<file path="config.mk">
export PLATFORM = sky130hd
export DESIGN_NAME = mem_boot_loader
export DESIGN_NICKNAME = d
export VERILOG_FILES = /design/src/rtl/mem_boot_loader.sv
export SDC_FILE = /design/constraint.sdc
export NUM_CORES = 1
export LEC_CHECK = 0
export ABC_AREA = 1
export CAP_MARGIN = 10
export CELL_PAD_IN_SITES_DETAIL_PLACEMENT = 1
export CELL_PAD_IN_SITES_GLOBAL_PLACEMENT = 1
export CORE_MARGIN = 2
export CORE_UTILIZATION = 30
export CTS_CLUSTER_SIZE = 8
export DETAILED_ROUTE_END_ITERATION = 10
export PLACE_DENSITY_LB_ADDON = 0.1
export SKIP_LAST_GASP = 1
export SLEW_MARGIN = 10
export SYNTH_ARGS = -nofsm -noshare
export SYNTH_HDL_FRONTEND = slang
export SYNTH_SLANG_ARGS = --single-unit
</file>
<file path="constraint.sdc">
create_clock -name clk -period 1.72 [get_ports clk]
set_clock_uncertainty 0.1 [all_clocks]
set_input_delay 0.172 -clock clk [delete_from_list [all_inputs] [get_ports clk]]
set_output_delay 0.172 -clock clk [all_outputs]
set_load 0.01 [all_outputs]
</file>
<file path="src/rtl/mem_boot_loader.sv">
// mem_boot_loader
//   Loads a program image from a byte stream into the shared instruction/data
//   memory. The CPU is held in reset while the image is loaded. The loader then
//   verifies a trailing checksum byte and releases the CPU. The loader owns the
//   memory write port. It drives that port itself while loading, and passes the
//   CPU's address, write enable and write data straight through once running.
//
//   Parameters
//     WIDTH     data/address width; the memory is 2**WIDTH bytes
//     LOAD_LEN  image bytes per load (1..2**WIDTH), written to 0..LOAD_LEN-1
//     TIMEOUT   max idle cycles between accepted bytes in LOAD/CHECK (0 = off)
//
//   Ports
//     clk, reset            clock; synchronous active-low reset
//     load_req              requests a (re)load from IDLE, RUN or ERR
//     in_data/in_valid      byte stream input
//     in_ready              stream handshake; transfer = in_valid & in_ready
//     cpu_adr/cpu_memwrite/cpu_writedata
//                           CPU memory port, forwarded in RUN
//     cpu_reset             active-low CPU reset; high only in RUN
//     mem_adr/mem_we/mem_wd memory write port
//     busy                  high in LOAD or CHECK
//     error                 high in ERR
//     byte_count            image bytes accepted in the current/last load
module mem_boot_loader #(
  parameter int WIDTH    = 8,
  parameter int LOAD_LEN = 256,
  parameter int TIMEOUT  = 4096
) (
  input  logic             clk,
  input  logic             reset,
  input  logic             load_req,
  input  logic [WIDTH-1:0] in_data,
  input  logic             in_valid,
  output logic             in_ready,
  input  logic [WIDTH-1:0] cpu_adr,
  input  logic             cpu_memwrite,
  input  logic [WIDTH-1:0] cpu_writedata,
  output logic             cpu_reset,
  output logic [WIDTH-1:0] mem_adr,
  output logic             mem_we,
  output logic [WIDTH-1:0] mem_wd,
  output logic             busy,
  output logic             error,
  output logic [WIDTH:0]   byte_count
);

  // The timer only has to reach TIMEOUT-1, so clog2(TIMEOUT) bits suffice.
  localparam int TW = (TIMEOUT > 2) ? $clog2(TIMEOUT) : 1;
  localparam logic [TW-1:0] TMAX = TW'((TIMEOUT > 0) ? TIMEOUT - 1 : 0);
  localparam logic [WIDTH:0] LAST = (WIDTH + 1)'(LOAD_LEN - 1);

  typedef enum logic [2:0] {IDLE, LOAD, CHECK, RUN, ERR} state_t;

  state_t           state;
  logic [WIDTH:0]   count;
  logic [WIDTH-1:0] sum;
  logic [TW-1:0]    timer;
  logic             xfer;
  logic             timeout_hit;

  assign in_ready   = (state == LOAD) || (state == CHECK);
  assign busy       = (state == LOAD) || (state == CHECK);
  assign error      = (state == ERR);
  assign cpu_reset  = (state == RUN);
  assign byte_count = count;

  assign xfer        = in_valid && in_ready;
  assign timeout_hit = (TIMEOUT != 0) && !xfer && (timer == TMAX);

  always_ff @(posedge clk) begin
    if (!reset) begin
      state <= IDLE;
      count <= '0;
      sum   <= '0;
      timer <= '0;
    end else begin
      case (state)
        IDLE, RUN, ERR: begin
          if (load_req) begin
            state <= LOAD;
            count <= '0;
            sum   <= '0;
            timer <= '0;
          end
        end
        LOAD: begin
          if (xfer) begin
            sum   <= sum + in_data;
            count <= count + 1'b1;
            timer <= '0;
            if (count == LAST) state <= CHECK;
          end else if (timeout_hit) begin
            state <= ERR;
          end else begin
            timer <= timer + 1'b1;
          end
        end
        CHECK: begin
          if (xfer) begin
            state <= (in_data == sum) ? RUN : ERR;
            timer <= '0;
          end else if (timeout_hit) begin
            state <= ERR;
          end else begin
            timer <= timer + 1'b1;
          end
        end
        default: state <= IDLE;
      endcase
    end
  end

  // Memory port: the CPU owns it in RUN. Otherwise the loader presents the
  // next image address and writes only on an accepted LOAD transfer. The
  // checksum byte is consumed in CHECK and is never written.
  always_comb begin
    mem_adr = count[WIDTH-1:0];
    mem_wd  = in_data;
    mem_we  = (state == LOAD) && in_valid;
    if (state == RUN) begin
      mem_adr = cpu_adr;
      mem_wd  = cpu_writedata;
      mem_we  = cpu_memwrite;
    end
  end

endmodule

</file>
==> results.py, run 1 <==
metrics = {
    "timing": {
        "finalWorstPathRequiredPeriod_ns": 1.78,
        "final.period_utilization_pct": 103,
        "rsz_0062_raised_after_global_routing": "yes",
        "timing.final.setup_violations": 1,
        "timing.final.hold_violations": 0,
        "final.setup.tns_ns": -0.0558,
        "worst_margin_pin_slew_ns": 0.492,
        "number_of_pins_with_negative_max_slew_slack_in_the_final_report": 0,
        "final.setup.worst_slack_ns": -0.0558,
        "achievable-frequency_mhz": 563,
        "max_slew_margin_pct": 67.2,
    },
    "drt": {
        "routed_wl_mm": 8.64,
        "drt_iter0_drc": 90,
        "wl_per_cell_um": 15.0,
        "drc": 0,
        "drt-pass1-iter-count": 4,
        "drtAntennaViolNets": 0,
        "drt-vias-per-instance": 4.77,
        "detailroute.via_count": 2750,
    },
    "worst_hold_path": {
        "hold_path.class": "reg2reg",
        "worst_min_delay_path_startpoint": "timer[10]",
        "hold_path_depth": 2,
    },
    "yosys": {
        "synth_area_sq_um": 2240,
        "synth.lib_cells_used.distinct": 37,
        "syn-num-nets": 385,
        "yosys_register_bits": 32,
        "synthCells": 345,
        "yosys_warnings": 0,
        "sequential_element_share_of_the_synthesized_area_pct": 28.6,
        "syn-mean-instance-area_sq_um": 6.49,
    },
    "cells_and_area": {
        "final-seq-area_sq_um": 657,
        "diodes": 0,
        "layout_commonest_cell": "sky130_fd_sc_hd__nand2_1",
        "commonest_non_fill_non_tap_cells_in_the_layout": "sky130_fd_sc_hd__nand2_1, sky130_fd_sc_hd__buf_4, sky130_fd_sc_hd__inv_1, sky130_fd_sc_hd__clkdlybuf4s50_1, sky130_fd_sc_hd__a21oi_1",
        "area_delta_synth_final_pct": 74.3,
        "final_nets": 517,
        "post_route_cells_drive_above_1_share_pct": 38.7,
        "multi_input_area_sq_um": 1700,
        "filler_cell_count": 931,
    },
    "grt": {
        "number_of_global_route_vias_before_repair": 2766,
        "grt_start_max_net_pins": 26,
        "grt_first_pass_wirelength_mm": 13.0,
        "grt_antenna_before_repair": 0,
        "grt.overflow.total": 0,
        "globalRouteTotalUtil_pct": 19.3,
    },
    "cts": {
        "cts.clk_slew.worst_paths_ns": 0.07,
        "clock_sinks": 32,
        "worst_skew_pair.late_latency_ns": 0.29,
        "number_of_buffers_on_the_longest_clock_path": 2,
        "clk_root_buffer_cell": "sky130_fd_sc_hd__clkbuf_8",
        "tritoncts_clock_tree": "yes",
        "cts_inserted_buffers": 5,
        "holdBufCountCts": 0,
        "cts_htree_levels": 2,
    },
    "critical_path": {
        "crit_arrival_ns": 1.89,
        "critPathLaunchType": "input port",
        "worstSetupPathType": "in2reg",
        "path_max_fanout": 5,
        "worst_ep_required_time_ns": 1.83,
        "endpoint_of_the_most_critical_register_to_register_path": "state[0]",
        "crit_end": "state[0]",
        "endpoint_type_of_the_worst_setup_path": "flop",
        "worst_setup_sp": "in_data[4]",
        "worst-r2r-cell-count": 12,
        "worstReg2RegStart": "state[0]",
        "timing.reg2reg.setup_slack_ns": 0,
    },
    "power": {
        "power_per_cell_area_nw_per_um2": 604,
        "leakagePower_nw": 1.67,
        "max-vdd-ir-drop_mv": 0.358,
    },
    "die": {
        "boundaryPins": 59,
        "rows": 31,
        "design.core.area_sq_um": 7250,
        "fp.dieW_um": 90.4,
        "design.die.area_sq_um": 8170,
        "starting_density_pct": 30.9,
        "fp.dieH_um": 90.4,
    },
    "place": {
        "weighted_congestion_at_the_end_of_routability_driven_global_placement": 0.818,
        "detailed_place_hpwl_mm": 6.05,
        "dpl_worst_slack_ns": -0.443,
        "io_buffer_count": 58,
    },
    "run_status": {
        "run_status": "complete, but fails checks",
        "violations": "negative setup slack",
    },
    "job": {
        "max-cap-violations": 0,
    },
}
[through the flow]
step | instances | cell area (sq um) | hold slack [ns] | util, % | power, W
floorplan | 345 | 2240 | 0.210 | - | 0.00111
global placement | 553 | 3350 | 0.358 | 46.2 | 0.00141
detailed placement | 553 | 3350 | 0.364 | 46.2 | 0.00143
CTS | 566 | 3650 | 0.374 | 50.4 | 0.00230
global route | 577 | 3900 | 0.404 | 53.8 | 0.00248
finish | 577 | 3900 | 0.374 | 53.8 | 0.00236
[metal layers]
layer | vias to the layer above | wire length (um) | global-route usage [%]
met5 | - | 0 | 0
met4 | 0 | 93 | 5.13
met3 | 10 | 245 | 3.84
met2 | 56 | 4180 | 33.7
met1 | 1303 | 4110 | 24.3
li1 | 1381 | - | -
[cell usage after synthesis]
| library cell | count | area [sq um] |
|---|---|---|
| sky130_fd_sc_hd__a21o_1 | 2 | 15.0 |
| sky130_fd_sc_hd__a21oi_1 | 31 | 155 |
| sky130_fd_sc_hd__a21oi_2 | 2 | 17.5 |
| sky130_fd_sc_hd__a22oi_2 | 1 | 12.5 |
| sky130_fd_sc_hd__a31oi_1 | 2 | 12.5 |
| sky130_fd_sc_hd__and2_0 | 1 | 6.26 |
| sky130_fd_sc_hd__buf_2 | 2 | 10.0 |
| sky130_fd_sc_hd__buf_4 | 2 | 15.0 |
| sky130_fd_sc_hd__buf_6 | 1 | 11.3 |
| sky130_fd_sc_hd__clkbuf_1 | 2 | 7.51 |
| sky130_fd_sc_hd__dfxtp_1 | 32 | 641 |
| sky130_fd_sc_hd__fa_1 | 1 | 20.0 |
| sky130_fd_sc_hd__ha_1 | 10 | 125 |
| sky130_fd_sc_hd__inv_1 | 40 | 150 |
| sky130_fd_sc_hd__inv_2 | 5 | 18.8 |
| sky130_fd_sc_hd__inv_4 | 1 | 6.26 |
| sky130_fd_sc_hd__nand2_1 | 105 | 394 |
| sky130_fd_sc_hd__nand2_2 | 4 | 25.0 |
| sky130_fd_sc_hd__nand2_4 | 1 | 11.3 |
| sky130_fd_sc_hd__nand3_1 | 22 | 110 |
| sky130_fd_sc_hd__nand3_2 | 2 | 20.0 |
| sky130_fd_sc_hd__nand3b_1 | 2 | 15.0 |
| sky130_fd_sc_hd__nand4_1 | 6 | 37.5 |
| sky130_fd_sc_hd__nor2_1 | 20 | 75.1 |
| sky130_fd_sc_hd__nor2_4 | 2 | 22.5 |
| sky130_fd_sc_hd__nor3_1 | 5 | 25.0 |
| sky130_fd_sc_hd__nor3_2 | 1 | 10.0 |
| sky130_fd_sc_hd__nor3_4 | 2 | 32.5 |
| sky130_fd_sc_hd__nor3b_2 | 2 | 25.0 |
| sky130_fd_sc_hd__nor4_1 | 1 | 6.26 |
| sky130_fd_sc_hd__o21ai_0 | 20 | 100 |
| sky130_fd_sc_hd__o21ai_1 | 3 | 15.0 |
| sky130_fd_sc_hd__o21ai_2 | 1 | 8.76 |
| sky130_fd_sc_hd__o21bai_1 | 1 | 7.51 |
| sky130_fd_sc_hd__or2_1 | 1 | 6.26 |
| sky130_fd_sc_hd__or2_2 | 4 | 25.0 |
| sky130_fd_sc_hd__xor2_1 | 5 | 43.8 |
[area by class of cell]
type	count	share of cell area, %
Timing Repair Buffer	130	28.2
Timing Repair inverter	1	0.160
Clock buffer	7	2.47
Multi-Input combinational cell	261	43.7
Inverter	46	4.74
Clock inverter	1	0.769
Tap cell	99	3.17
Sequential cell	32	16.8
[how the worst min path moves through the flow]
stage,end,slack [ns]
2_1_floorplan,byte_count[0],0.21
3_3_place_gp,timer[10],0.36
3_5_place_dp,timer[10],0.36
4_1_cts,timer[10],0.37
5_1_grt,timer[10],0.40
6_report,timer[10],0.37
[critical path, cell delays in order]
cell and delay [ns]:
sky130_fd_sc_hd__clkdlybuf4s50_1 0.56, sky130_fd_sc_hd__ha_4 0.24, sky130_fd_sc_hd__nor3_1 0.19, sky130_fd_sc_hd__nand3_1 0.13
sky130_fd_sc_hd__nand2_2 0.11, sky130_fd_sc_hd__nand2_2 0.06, sky130_fd_sc_hd__nand2_1 0.06, sky130_fd_sc_hd__nand2_1 0.07
sky130_fd_sc_hd__nand2_1 0.10, sky130_fd_sc_hd__nand2_1 0.08, sky130_fd_sc_hd__a21oi_2 0.12
[state kept, by name, indices dropped and copies added (netlist names)]
name / cells
byte_count: 9
state: 3
sum: 8
timer: 12
[logic make-up (layout without fill, tap and decap cells)]
family,count (synthesis),count (layout),synth area share [%]
and+or+nand+nor,181,182,37.8
DFF,32,32,28.6
adders and majority gates,11,11,6.48
buffers and inverters,53,185,9.78
xor gates and xnor gates,5,5,1.96
AOI/OAI and AO/OA,63,63,15.4
[power breakdown]
group | switching (W) | total, W | internal, W
Combinational | 0.000395 | 0.000749 | 0.000354
Sequential | 0.0000231 | 0.000788 | 0.000764
Clock | 0.000309 | 0.000821 | 0.000512
Total | 0.000727 | 0.00236 | 0.00163
[what timing repair did]
item / 4_1_cts / 5_1_grt
pin swaps: 17 / 23
gates cloned: 0 / 4
gates resized for setup: 79 / 83
endpoints found under the setup margin: 53 / 51
buffers inserted: 6 / 8
No activity file was read; power rests on OpenSTA's default activity.
==> run 2, diff against run 1 <==
--- a/config.mk
+++ b/config.mk
@@ -9,6 +9,7 @@
 export CAP_MARGIN = 10
 export CELL_PAD_IN_SITES_DETAIL_PLACEMENT = 1
 export CELL_PAD_IN_SITES_GLOBAL_PLACEMENT = 1
+export CORE_ASPECT_RATIO = 0.5
 export CORE_MARGIN = 2
 export CORE_UTILIZATION = 30
 export CTS_CLUSTER_SIZE = 8
==> run 2 against run 1 <==
Compared with the run above: the run still ends with negative setup slack left; flip-flop and latch count unchanged; non-clock buffer count up 8; sequential power about the same; first-iteration DRC count up 6.7%; worst hold slack worse by 0.0094 ns; critical path depth up 1; worst setup slack better by 0.011 ns; highest routed layer unchanged.
==> results.py, run 2 (synthesis gave the netlist of run 1 again) <==
metrics = {
    "cells_and_area": {
        "final_nets": 523,
        "area_delta_synth_final_pct": 79.3,
        "post_route_cells_drive_above_1_share_pct": 40.1,
        "stdcell_area_sq_um": 4020,
        "flip_flop_count_of_the_largest_register_all_copies_and_words_added": 12,
        "filler_cell_count": 899,
        "multi_input_area_sq_um": 1760,
        "max_flop_register": "timer",
        "commonest_non_fill_non_tap_cells_in_the_layout": "sky130_fd_sc_hd__nand2_1, sky130_fd_sc_hd__buf_4, sky130_fd_sc_hd__inv_1, sky130_fd_sc_hd__clkdlybuf4s50_1, sky130_fd_sc_hd__a21oi_1",
        "diodes": 0,
        "final-seq-area_sq_um": 659,
        "layout_commonest_cell": "sky130_fd_sc_hd__nand2_1",
    },
    "die": {
        "design.die.area_sq_um": 8210,
        "rows": 22,
        "fp.dieW_um": 126,
        "starting_density_pct": 30.8,
        "design.core.area_sq_um": 7270,
        "boundaryPins": 59,
        "fp.dieH_um": 65.1,
    },
    "critical_path": {
        "worst_ep_required_time_ns": 1.80,
        "worst-r2r-cell-count": 12,
        "worstSetupPathType": "reg2reg",
        "timing.reg2reg.setup_slack_ns": -0.04,
        "critPathLaunchType": "flop",
        "endpoint_of_the_most_critical_register_to_register_path": "byte_count[5]",
        "timing.critical_path.cells": "buf_6 > inv_4 > nand3_4 > buf_8 > inv_4 > nand2_4 > nand3_4 > buf_6 > nor3_4 > nand3_1 > nand2_1 > nor2_1",
        "worstReg2RegStart": "state[1]",
        "path_max_fanout": 6,
        "critPathBufInv": 5,
        "critical_path.top_delay_family": "simple AND/OR/NAND/NOR gates",
        "worst_setup_sp": "state[1]",
        "cpMaxStageDelayCell": "sky130_fd_sc_hd__dfxtp_2",
        "endpoint_type_of_the_worst_setup_path": "flop",
        "crit_arrival_ns": 1.84,
        "cp.depth": 12,
        "timing.critical_path.slowest_cell_delay_ns": 0.36,
    },
    "grt": {
        "busiest_layer": "met2",
        "grt.overflow.total": 0,
        "grt.met2_usage_pct": 39.5,
        "use_met1_pct": 24.5,
        "grt_antenna_before_repair": 0,
        "met3_usage_pct": 4.15,
        "grt_start_max_net_pins": 17,
        "grt_first_pass_wirelength_mm": 13.7,
        "globalRouteTotalUtil_pct": 21.0,
        "number_of_global_route_vias_before_repair": 2895,
    },
    "cts": {
        "number_of_buffers_on_the_longest_clock_path": 2,
        "cts_htree_levels": 2,
        "cts.clk_slew.worst_paths_ns": 0.05,
        "tritoncts_clock_tree": "yes",
        "holdBufCountCts": 0,
        "clk_root_buffer_cell": "sky130_fd_sc_hd__clkbuf_16",
        "clock_sinks": 32,
        "worst_skew_pair.late_latency_ns": 0.29,
        "cts_inserted_buffers": 5,
    },
    "worst_hold_path": {
        "hold_path.class": "reg2reg",
        "worst_hold_path.endpoint": "timer[10]",
        "worst_min_delay_path_startpoint": "timer[10]",
        "hold_path_depth": 2,
    },
    "place": {
        "dpl_cell_area_sq_um": 3370,
        "weighted_congestion_at_the_end_of_routability_driven_global_placement": 0.919,
        "detailed_place_hpwl_mm": 6.09,
        "dpl_worst_slack_ns": -0.424,
        "io_buffer_count": 58,
    },
    "drt": {
        "detailroute.via_count": 2788,
        "wl_per_cell_um": 15.6,
        "drc": 0,
        "drt-pass1-iter-count": 4,
        "routed_wl_mm": 9.04,
        "drt_iter0_drc": 96,
        "drt-vias-per-instance": 4.81,
        "drtAntennaViolNets": 0,
    },
    "power": {
        "switching_share_pct": 31.2,
        "leakagePower_nw": 1.71,
        "power_per_cell_area_nw_per_um2": 628,
        "power_frac_clock_pct": 36.5,
        "net_switching_component_of_the_power_w": 0.000787,
        "internal_power_w": 0.00173,
        "seqPwrFrac_pct": 31.3,
        "combinationalPowerShare_pct": 32.2,
        "total_power_w": 0.00252,
        "max-vdd-ir-drop_mv": 0.344,
    },
    "timing": {
        "achievable-frequency_mhz": 567,
        "number_of_pins_with_negative_max_slew_slack_in_the_final_report": 0,
        "max_slew_margin_pct": 59.4,
        "timing.final.setup_violations": 6,
        "timing.final.hold_violations": 0,
        "final.period_utilization_pct": 103,
        "final.setup.worst_slack_ns": -0.0449,
        "worst_margin_pin_slew_ns": 0.608,
        "finalWorstPathRequiredPeriod_ns": 1.76,
        "rsz_0062_raised_after_global_routing": "yes",
    },
    "run_status": {
        "violations": "negative setup slack",
        "run_status": "complete, but fails checks",
    },
    "job": {
        "max-cap-violations": 0,
    },
}
## run 2: how the worst max path moves through the flow
stage | end | slack [ns]
after floorplan | byte_count[8] | 0.0005
after detailed placement | sum[4] | -0.42
after CTS | mem_adr[3] | -0.04
after global placement | sum[4] | -0.40
after global routing | state[0] | -0.15
final | byte_count[5] | -0.04
## run 2: through the flow
stage	hold slack, ns	TNS [ns]	utilization [%]	cells
after global routing	0.403	-1.21	55.3	580
after CTS	0.365	-0.161	51.8	573
after floorplan	0.210	0	-	345
after global placement	0.360	-3.26	46.3	553
after detailed placement	0.359	-4.59	46.3	553
final	0.364	-0.158	55.3	580
## run 2: per-layer routing
metal / routed length, um / part of all wire, % / vias up
met5: 0 / 0 / -
met3: 275 / 3.0 / 16
met1: 3870 / 43 / 1327
li1: - / - / 1400
met4: 154 / 1.7 / 0
met2: 4740 / 52 / 45
## run 2: area by class of cell
type                       instances  area share [%]
timing repair buffer             138            28.5
clock buffer                       8            3.65
inverter                          46            4.67
multi-input combinational        260            43.7
tap                               96            2.99
sequential                        32            16.4
## run 2: repair_timing
item,CTS,global route
pin swaps,21,30
buffers inserted,12,9
gates resized for setup,76,97
setup endpoints to repair,43,41
## run 2: tightest hold or removal path, cell delays in order (launching register included)
cell                      delay (ns)
sky130_fd_sc_hd__dfxtp_1        0.31
sky130_fd_sc_hd__inv_1          0.05
sky130_fd_sc_hd__a21oi_1        0.05
## run 2: power groups by stage
stage | combinational [W] | clock, W | sequential (W)
CTS | 0.000680 | 0.000945 | 0.000784
global placement | 0.000602 | 0 | 0.000792
detailed placement | 0.000616 | 0 | 0.000794
floorplan | 0.000314 | 0 | 0.000795
finish | 0.000811 | 0.000920 | 0.000790
global route | 0.000883 | 0.000967 | 0.000792
==> run 3, diff against run 2 <==
==> constraint.sdc (replaced) <==
create_clock -name clk -period 1.62 [get_ports clk]
set_clock_uncertainty 0.1 [all_clocks]
set_input_delay 0.162 -clock clk [delete_from_list [all_inputs] [get_ports clk]]
set_output_delay 0.162 -clock clk [all_outputs]
set_load 0.01 [all_outputs]
==> run 3 against run 2 <==
Compared with the run above: the flow still finishes with violations (negative setup slack); count of clock-buffer cells in the layout did not move; clock power rose by 8.3%; core utilization rose by 7.8 points; combinational power rose by 28%; power rose by 14%; worst setup slack got worse by 0.16 ns; fmax fell by 3.3%; flip-flop and latch count did not move; routed wire length rose by 34%; critical path type unchanged; highest routed layer unchanged.
==> results.py, run 3 (synthesis gave the netlist of run 1 again) <==
metrics = {
    "cells_and_area": {
        "fin_cells": 596,
        "area_delta_synth_final_pct": 104,
        "commonest_non_fill_non_tap_cells_in_the_layout": "sky130_fd_sc_hd__buf_4, sky130_fd_sc_hd__nand2_1, sky130_fd_sc_hd__inv_1, sky130_fd_sc_hd__clkdlybuf4s50_1, sky130_fd_sc_hd__nand2_2",
        "multi_input_area_sq_um": 2020,
        "stdcell_area_sq_um": 4580,
        "max_flop_register": "timer",
        "layout_commonest_cell": "sky130_fd_sc_hd__buf_4",
        "filler_cell_count": 845,
        "flip_flop_count_of_the_largest_register_all_copies_and_words_added": 12,
        "final-seq-area_sq_um": 673,
        "final_nets": 539,
        "diodes": 0,
        "post_route_cells_drive_above_1_share_pct": 54.2,
    },
    "grt": {
        "globalRouteTotalUtil_pct": 25.1,
        "grt_start_max_net_pins": 13,
        "grt_antenna_before_repair": 0,
        "grt_first_pass_wirelength_mm": 16.2,
        "grt.overflow.total": 0,
        "number_of_global_route_vias_before_repair": 3226,
    },
    "power": {
        "leakagePower_nw": 1.98,
        "power_per_cell_area_nw_per_um2": 628,
        "max-vdd-ir-drop_mv": 0.437,
        "total_power_w": 0.00288,
    },
    "worst_hold_path": {
        "hold_path.class": "reg2reg",
        "hold_path_depth": 2,
        "worst_hold_path.endpoint": "timer[3]",
        "worst_min_delay_path_startpoint": "timer[3]",
    },
    "die": {
        "fp.dieH_um": 65.1,
        "starting_density_pct": 30.8,
        "design.core.area_sq_um": 7270,
        "design.die.area_sq_um": 8210,
        "rows": 22,
        "boundaryPins": 59,
        "fp.dieW_um": 126,
    },
    "job": {
        "max-cap-violations": 0,
    },
    "critical_path": {
        "critPathLaunchType": "flop",
        "worst_ep_required_time_ns": 1.69,
        "worstSetupPathType": "reg2reg",
        "path_max_fanout": 5,
        "endpoint_type_of_the_worst_setup_path": "flop",
        "timing.critical_path.slowest_cell_delay_ns": 0.34,
        "worst-r2r-cell-count": 12,
        "timing.reg2reg.setup_slack_ns": -0.21,
        "cpMaxStageDelayCell": "sky130_fd_sc_hd__dfxtp_2",
        "worstReg2RegStart": "state[2]",
        "timing.critical_path.cells": "inv_4 > nand3_4 > buf_6 > nand2_4 > inv_2 > nand2_2 > nand3_4 > buf_12 > o21ai_4 > inv_2 > o21ai_0 > nor2_1",
        "endpoint_of_the_most_critical_register_to_register_path": "byte_count[4]",
        "crit_arrival_ns": 1.89,
    },
    "place": {
        "weighted_congestion_at_the_end_of_routability_driven_global_placement": 0.900,
        "detailed_place_hpwl_mm": 6.05,
        "dpl_cell_area_sq_um": 3420,
        "io_buffer_count": 58,
        "dp_cells": 555,
    },
    "timing": {
        "final.period_utilization_pct": 113,
        "worst_margin_pin_slew_ns": 0.285,
        "final.setup.worst_slack_ns": -0.205,
        "timing.final.hold_violations": 0,
        "final.setup.tns_ns": -3.73,
        "timing.hold.ws_ns": 0.374,
        "finalWorstPathRequiredPeriod_ns": 1.83,
        "max_slew_margin_pct": 81.0,
        "rsz_0062_raised_after_global_routing": "yes",
        "number_of_pins_with_negative_max_slew_slack_in_the_final_report": 0,
        "achievable-frequency_mhz": 548,
        "timing.final.setup_violations": 44,
    },
    "cts": {
        "cts_inserted_buffers": 5,
        "worst_skew_pair.late_latency_ns": 0.29,
        "cts.clk_slew.worst_paths_ns": 0.06,
        "clk_root_buffer_cell": "sky130_fd_sc_hd__clkbuf_16",
        "holdBufCountCts": 0,
        "cts_htree_levels": 2,
        "clock_sinks": 32,
        "tritoncts_clock_tree": "yes",
        "number_of_buffers_on_the_longest_clock_path": 2,
    },
    "run_status": {
        "violations": "negative setup slack",
        "run_status": "complete, but fails checks",
    },
    "drt": {
        "drt-vias-per-instance": 5.10,
        "drt_iter0_drc": 98,
        "drtAntennaViolNets": 0,
        "drt-pass1-iter-count": 4,
        "routed_wl_mm": 12.2,
        "drc": 0,
        "wl_per_cell_um": 20.4,
        "detailroute.via_count": 3037,
    },
}
## run 3: cell count changes in the layout (fill, tap and decap cells not counted), moves of 7 or more
cell / previous run / this run
sky130_fd_sc_hd__dfxtp_1: 21 / 14
sky130_fd_sc_hd__o21ai_0: 15 / 5
sky130_fd_sc_hd__clkbuf_2: 15 / 1
sky130_fd_sc_hd__buf_6: 8 / 20
sky130_fd_sc_hd__a21oi_2: 8 / 16
sky130_fd_sc_hd__nand2_4: 6 / 18
sky130_fd_sc_hd__a21oi_1: 24 / 16
sky130_fd_sc_hd__nand2_2: 8 / 21
sky130_fd_sc_hd__nand2_1: 95 / 69
sky130_fd_sc_hd__buf_2: 1 / 14
sky130_fd_sc_hd__o21ai_2: 1 / 9
## run 3: metrics by stage
stage	setup WS [ns]	util [%]
after global routing	-0.252	63.0
after CTS	-0.0793	56.6
after global placement	-0.371	47.0
after detailed placement	-0.423	47.0
after floorplan	-0.0473	-
final	-0.205	63.0
## run 3: worst max-delay path by stage
stage,from,end,slack [ns],cells past startpoint
2_1_floorplan,byte_count[1],byte_count[8],-0.05,6
3_5_place_dp,in_data[1],state[0],-0.42,12
6_report,state[2],byte_count[4],-0.21,12
3_3_place_gp,in_data[0],sum[4],-0.37,7
5_1_grt,state[1],byte_count[6],-0.25,9
4_1_cts,sum[0],sum[4],-0.08,6
## run 3: repair_timing
item,CTS,global route
pin swaps,39,35
setup endpoints to repair,53,54
gates resized for setup,192,109
setup buffers,18,12
gates cloned,4,0
## run 3: worst max-delay path: cells and delay by family, from the launching register on
kind | cells | cell delay, ns
buffers and inverters | 5 | 0.53
and+or+nand+nor | 5 | 0.44
AOI/OAI and AO/OA | 2 | 0.30
DFF | 1 | 0.34
## run 3: per-layer routing
| layer | GRT usage, % | share of wire, % |
|---|---|---|
| met1 | 28.2 | 40 |
| met5 | 0 | 0 |
| met4 | 6.32 | 3.4 |
| met3 | 4.48 | 4.0 |
| met2 | 49.5 | 53 |
## run 3: cell type report
type,instances,area share (%)
Clock buffer,8,3.20
Inverter,46,4.21
Multi-Input combinational cell,260,44.2
Sequential cell,32,14.7
Tap cell,96,2.62
Timing Repair Buffer,153,30.8
Timing Repair inverter,1,0.355
## run 3: power breakdown
| group | switching (W) | leakage, nW | internal (W) |
|---|---|---|---|
| logic | 0.000552 | 1.64 | 0.000491 |
| registers | 0.0000283 | 0.268 | 0.000811 |
| clock network | 0.000382 | 0.0712 | 0.000614 |
